[config.mk]
export PLATFORM = sky130hd
export DESIGN_NAME = icache_refill_ctrl
export DESIGN_NICKNAME = d
export VERILOG_FILES = /design/src/rtl/icache_pkg.sv /design/src/rtl/refill_line_buffer.sv /design/src/rtl/icache_refill_ctrl.sv
export SDC_FILE = /design/constraint.sdc
export NUM_CORES = 1
export LEC_CHECK = 0
export BUFFER_PORTS_ARGS = -buffer_cell sky130_fd_sc_hd__buf_4
export CORE_AREA = 2 2 262 264
export DETAILED_ROUTE_END_ITERATION = 8
export DIE_AREA = 0 0 264 266
export SYNTH_ARGS = -nofsm -noshare
export SYNTH_HDL_FRONTEND = slang
export SYNTH_SLANG_ARGS = --single-unit
export TNS_END_PERCENT = 10
[constraint.sdc]
create_clock -name clk -period 2.7 [get_ports clk]
set_input_delay 0.54 -clock clk [delete_from_list [all_inputs] [get_ports clk]]
set_output_delay 0.54 -clock clk [all_outputs]
set_load 0.005 [all_outputs]
[src/rtl/icache_pkg.sv]
// Shared instruction-cache geometry and refill sequencer state encoding.
package icache_pkg;

   localparam int unsigned ICACHE_BLOCK_WIDTH = 512;
   localparam int unsigned ICACHE_WORD_SIZE   = 32;
   localparam int unsigned ICACHE_ADDR_WIDTH  = 32;
   localparam int unsigned BEAT_COUNT         = ICACHE_BLOCK_WIDTH / ICACHE_WORD_SIZE;
   localparam int unsigned BEAT_W             = $clog2(BEAT_COUNT);
   localparam int unsigned OFFSET_W           = $clog2(ICACHE_BLOCK_WIDTH / 8);

   typedef enum logic [1:0] {
      IDLE,
      REQ,
      FILL,
      WRITE
   } t_refill_state;

endpackage

[src/rtl/refill_line_buffer.sv]
// Beat counter plus indexed assembly register for one cache line refill.
module refill_line_buffer #(
   parameter int unsigned BLOCK_WIDTH = 512,
   parameter int unsigned WORD_SIZE   = 32
) (
   input  logic                   clk,
   input  logic                   arst,
   input  logic                   clear_i,
   input  logic                   load_i,
   input  logic [WORD_SIZE-1:0]   data_i,
   output logic [BLOCK_WIDTH-1:0] line_o,
   output logic                   last_o
);

   localparam int unsigned NumBeats = BLOCK_WIDTH / WORD_SIZE;
   localparam int unsigned CntW     = $clog2(NumBeats);

   logic [CntW-1:0]        cnt_q, cnt_d;
   logic [BLOCK_WIDTH-1:0] line_q, line_d;

   assign last_o = (cnt_q == CntW'(NumBeats - 1));
   assign line_o = line_q;

   always_comb begin
      cnt_d  = cnt_q;
      line_d = line_q;
      if (clear_i) begin
         cnt_d = '0;
      end else if (load_i) begin
         for (int unsigned i = 0; i < NumBeats; i++) begin
            if (cnt_q == CntW'(i)) begin
               line_d[i*WORD_SIZE +: WORD_SIZE] = data_i;
            end
         end
         // Counter parks on the last beat; the FSM leaves FILL on that beat.
         if (!last_o) begin
            cnt_d = cnt_q + 1'b1;
         end
      end
   end

   always_ff @(posedge clk) begin
      if (arst) begin
         cnt_q  <= '0;
         line_q <= '0;
      end else begin
         cnt_q  <= cnt_d;
         line_q <= line_d;
      end
   end

endmodule

[src/rtl/icache_refill_ctrl.sv]
// Instruction cache miss sequencer: one block read per miss, line write-back,
// and fence.i invalidation that never interleaves with a refill.
module icache_refill_ctrl
   import icache_pkg::*;
#(
   parameter int unsigned BLOCK_WIDTH = ICACHE_BLOCK_WIDTH,
   parameter int unsigned WORD_SIZE   = ICACHE_WORD_SIZE,
   parameter int unsigned ADDR_WIDTH  = ICACHE_ADDR_WIDTH
) (
   input  logic                   clk,
   input  logic                   arst,
   input  logic                   i_fetch_req,
   input  logic [ADDR_WIDTH-1:0]  i_instr_addr,
   input  logic                   i_hit,
   input  logic                   i_instr_addr_ma,
   input  logic                   i_fence_i,
   output logic [ADDR_WIDTH-1:0]  o_cache_addr,
   output logic                   o_cache_we,
   output logic [BLOCK_WIDTH-1:0] o_cache_line,
   output logic                   o_invalidate,
   output logic                   o_stall,
   output logic                   o_mem_arvalid,
   output logic [ADDR_WIDTH-1:0]  o_mem_araddr,
   input  logic                   i_mem_arready,
   input  logic                   i_mem_rvalid,
   input  logic [WORD_SIZE-1:0]   i_mem_rdata,
   output logic [31:0]            o_miss_count
);

   localparam int unsigned OffW = $clog2(BLOCK_WIDTH / 8);

   t_refill_state         state_q, state_d;
   logic [ADDR_WIDTH-1:0] addr_q, addr_d;
   logic [31:0]           miss_cnt_q, miss_cnt_d;
   logic                  fence_pend_q, fence_pend_d;
   logic                  inval_q, inval_d;
   logic                  miss, buf_clear, buf_load, buf_last;

   assign miss = i_fetch_req & ~i_hit & ~i_instr_addr_ma;

   refill_line_buffer #(
      .BLOCK_WIDTH (BLOCK_WIDTH),
      .WORD_SIZE   (WORD_SIZE)
   ) u_line_buffer (
      .clk     (clk),
      .arst    (arst),
      .clear_i (buf_clear),
      .load_i  (buf_load),
      .data_i  (i_mem_rdata),
      .line_o  (o_cache_line),
      .last_o  (buf_last)
   );

   always_comb begin
      state_d       = state_q;
      addr_d        = addr_q;
      miss_cnt_d    = miss_cnt_q;
      fence_pend_d  = fence_pend_q;
      inval_d       = 1'b0;
      o_stall       = 1'b0;
      o_mem_arvalid = 1'b0;
      o_cache_we    = 1'b0;
      buf_clear     = 1'b0;
      buf_load      = 1'b0;
      unique case (state_q)
         IDLE: begin
            o_stall = miss;
            // A fence or a pending invalidate holds off the miss for re-evaluation.
            if (i_fence_i) begin
               inval_d = 1'b1;
            end else if (miss && !inval_q) begin
               state_d = REQ;
               addr_d  = {i_instr_addr[ADDR_WIDTH-1:OffW], {OffW{1'b0}}};
               if (miss_cnt_q != '1) begin
                  miss_cnt_d = miss_cnt_q + 32'd1;
               end
            end
         end
         REQ: begin
            o_stall       = 1'b1;
            o_mem_arvalid = 1'b1;
            if (i_fence_i) fence_pend_d = 1'b1;
            if (i_mem_arready) begin
               state_d   = FILL;
               buf_clear = 1'b1;
            end
         end
         FILL: begin
            o_stall  = 1'b1;
            buf_load = i_mem_rvalid;
            if (i_fence_i) fence_pend_d = 1'b1;
            if (i_mem_rvalid && buf_last) state_d = WRITE;
         end
         WRITE: begin
            o_stall      = 1'b1;
            o_cache_we   = 1'b1;
            inval_d      = fence_pend_q | i_fence_i;
            fence_pend_d = 1'b0;
            state_d      = IDLE;
         end
         default: state_d = IDLE;
      endcase
   end

   assign o_cache_addr = (state_q != IDLE)
                       ? (addr_q | {{(ADDR_WIDTH-OffW){1'b0}}, i_instr_addr[OffW-1:0]})
                       : i_instr_addr;
   assign o_mem_araddr = addr_q;
   assign o_invalidate = inval_q;
   assign o_miss_count = miss_cnt_q;

   always_ff @(posedge clk) begin
      if (arst) begin
         state_q      <= IDLE;
         addr_q       <= '0;
         miss_cnt_q   <= '0;
         fence_pend_q <= 1'b0;
         inval_q      <= 1'b0;
      end else begin
         state_q      <= state_d;
         addr_q       <= addr_d;
         miss_cnt_q   <= miss_cnt_d;
         fence_pend_q <= fence_pend_d;
         inval_q      <= inval_d;
      end
   end

endmodule

==> flow_summary.json <==
{
  "syn-cell-area_um2": 21320,
  "ant_nets": 0,
  "highest_layer": "met5",
  "io_pins": 684,
  "vias": 19820,
  "syn_area_per_cell_um2": 8.317,
  "hold_ws_ps": 204.4,
  "core_area_um2": 67750,
  "drcViolationCount": 0,
  "rows": 96,
  "r2r_start": "state_q[0]$_SDFFE_PP0P_",
  "yosysUniqueCellTypes": 51,
  "power.share.clock_pct": 47.2,
  "routed-wl-met2_mm": 41.72,
  "initial_core_util_pct": 31.47,
  "nFillCells": 6823,
  "fin_util_pct": 43.40,
  "clock_latency_ps": 610,
  "crit_type": "reg2out",
  "synthArstFlopShare_pct": 0,
  "synth_area_leaders": "dfxtp_1, nand2_1, a21oi_1",
  "yosys_warnings": 0,
  "cts_inserted_buffers": 66,
  "clock-sinks": 578,
  "cts_buffer_depth": 3,
  "setup_tns_ps": 0,
  "cp_data_required_time_ps": 2160,
  "startpoint_type": "flop",
  "synth-edff-count": 0,
  "cts_tree": "yes",
  "sequentialPowerShare_pct": 45.5,
  "final_nets": 3219,
  "gp_congestion": 0.8117,
  "regArea_um2": 11570,
  "setup_violations": 0,
  "status": "complete, no violations",
  "grt_pass1_vias": 17970,
  "antenna_found_initial": 8,
  "fin_crit_ps": 2581,
  "gr-total-overflow": 0,
  "fin_skew_ps": 30.54,
  "drv_slew": 0,
  "yosys.area.top_type": "dfxtp_1",
  "hp-start": "i_instr_addr[23]",
  "switchingPower_mw": 4.486,
  "drv_cap": 0,
  "synthFlopType": "dfxtp_1",
  "hold_buffers": 0,
  "swShare_pct": 23.71,
  "hp-class": "in2reg",
  "syn_to_final_growth_pct": 37.92,
  "track_usage_pct": 23.31,
  "fmax_ghz": 0.3874,
  "die_w_um": 264,
  "die_height_um": 266,
  "drt_iter0_drc": 1360,
  "grt_max_degree": 99,
  "grt_first_pass_wirelength_mm": 123.0,
  "slew_headroom_pct": 59.16,
  "yosysSeqAreaShare_pct": 54.28,
  "yosysMostFrequentCell": "nand2_1",
  "dp_hpwl_mm": 58.65,
  "portBuffers": 665,
  "vdd_ir_drop_max_uv": 407.3,
  "tightestPinTransition_ps": 612.5,
  "wl_met3_mm": 6.348,
  "die_area_um2": 70220,
  "arrival_ps": 2040,
  "clockRootBuffer": "clkbuf_16",
  "p_leak_nw": 12.53,
  "ys_ff_latch": 578,
  "drive_gt1_share_pct": 27.77,
  "power_frac_comb_pct": 7.3,
  "multi_input_area_um2": 8855,
  "fin_crit_sh_pct": 95.59,
  "p_int_mw": 14.43,
  "cp-end-kind": "primary output",
  "diodes": 0,
  "syn_inst": 2563,
  "drt-total-wl_mm": 85.88,
  "hold_viol": 0,
  "crit_start": "state_q[0]$_SDFFE_PP0P_",
  "first_pass_iters": 5,
  "power.total_mw": 18.92,
  "met1Wirelength_mm": 35.53,
  "htree_levels": 3,
  "routedWlPerCell_um": 21.14,
  "via_per_inst": 4.879,
  "synth_common_cells": "nand2_1, dfxtp_1, a21oi_1",
  "synth_top_area_share_pct": 54.28,
  "clkTransAtPathRegs_ps": 60,
  "cp_max_fo": 28,
  "p_per_area_nw_per_um2": 643.4
}
state kept, by name, summed over array words and instances (netlist names):
name,flops
u_line_buffer.line_o,512
o_miss_count,32
o_mem_araddr,26
u_line_buffer.cnt_q,4
state_q,2
fence_pend_q,1
o_invalidate,1
placed cells by master (no fill, tap or decap), types with 5 or more instances in the layout:
cell type  count
and4_1         7
nand3_2       11
nor2b_1       11
clkbuf_16     68
nand4_1       16
ha_1          10
buf_12        19
nor4_1         6
clkbuf_1      12
clkinv_2       9
clkbuf_8      10
mux2_2        26
nand3_1       11
dfxtp_1      578
buf_4        705
or4_1         10
o31ai_1       11
a21oi_1      436
mux2i_1      130
o21ai_0       10
and3_1         6
nand2_1      843
inv_1          7
or3_1          8
and3_2         5
nor2_1       149
mux2_1         8
conb_1         6
critical path, stage by stage, from the launching register on:
cell     delay, ps
dfxtp_1        330
inv_1          110
ha_1           210
buf_8          250
mux2_2         390
buf_4          140
layout make-up:
type / count / share of cell area, %
Sequential cell: 578 / 39.36
Multi-Input combinational cell: 1758 / 30.12
Timing Repair Buffer: 726 / 19.40
Clock buffer: 90 / 6.409
Tap cell: 882 / 3.754
Clock inverter: 21 / 0.8725
Inverter: 7 / 0.08937
stage by stage:
stage	instance area [µm²]	setup WS (ps)	instances
6_report	29400	118.9	4062
5_1_grt	29400	-13.57	4062
4_1_cts	29400	43.07	4062
3_5_place_dp	27250	436.3	3951
3_3_place_gp	27250	453.3	3951
2_1_floorplan	21340	544.1	2568
power groups by stage:
stage | Clock (mW) | Combinational (mW) | Sequential, mW
after floorplan | 0 | 0.656 | 8.80
after global placement | 0 | 1.37 | 8.80
after detailed placement | 0 | 1.37 | 8.80
after CTS | 9.15 | 1.38 | 8.61
after global routing | 9.49 | 1.47 | 8.61
final | 8.93 | 1.38 | 8.61
kinds of logic after synthesis:
logic type	synth area share, %
adder cells (fa/ha/maj)	0.5870
multiplexers	7.900
buffers and inverters	4.567
flip-flops	54.28
AO/OA/AOI/OAI	11.32
XOR/XNOR	0.1644
other	0.01759
AND/OR/NAND/NOR	21.17
layer usage:
metal / GRT usage (%) / vias up
met3: 5.675 / 125
met1: 29.12 / 9443
met4: 7.432 / 4
met5: 0 / -
met2: 39.50 / 722
li1: - / 9524
final timing paths:
path                                                                to  slack, ps  cells past startpoint
worst max-delay path                                  o_cache_addr[25]        120                      5
worst min-delay path                     o_mem_araddr[23]$_SDFFE_PP0P_        200                      3
worst max register to register  u_line_buffer.line_o[264]$_SDFFE_PP0P_        500                      9
worst min register to register  u_line_buffer.line_o[510]$_SDFFE_PP0P_        450                      2
repair_timing:
action                     in CTS  in global routing
buffers inserted                0                  0
resized for setup               1                  1
setup endpoints to repair       7                  1
Note: power is estimated with default switching activity, not from simulation.
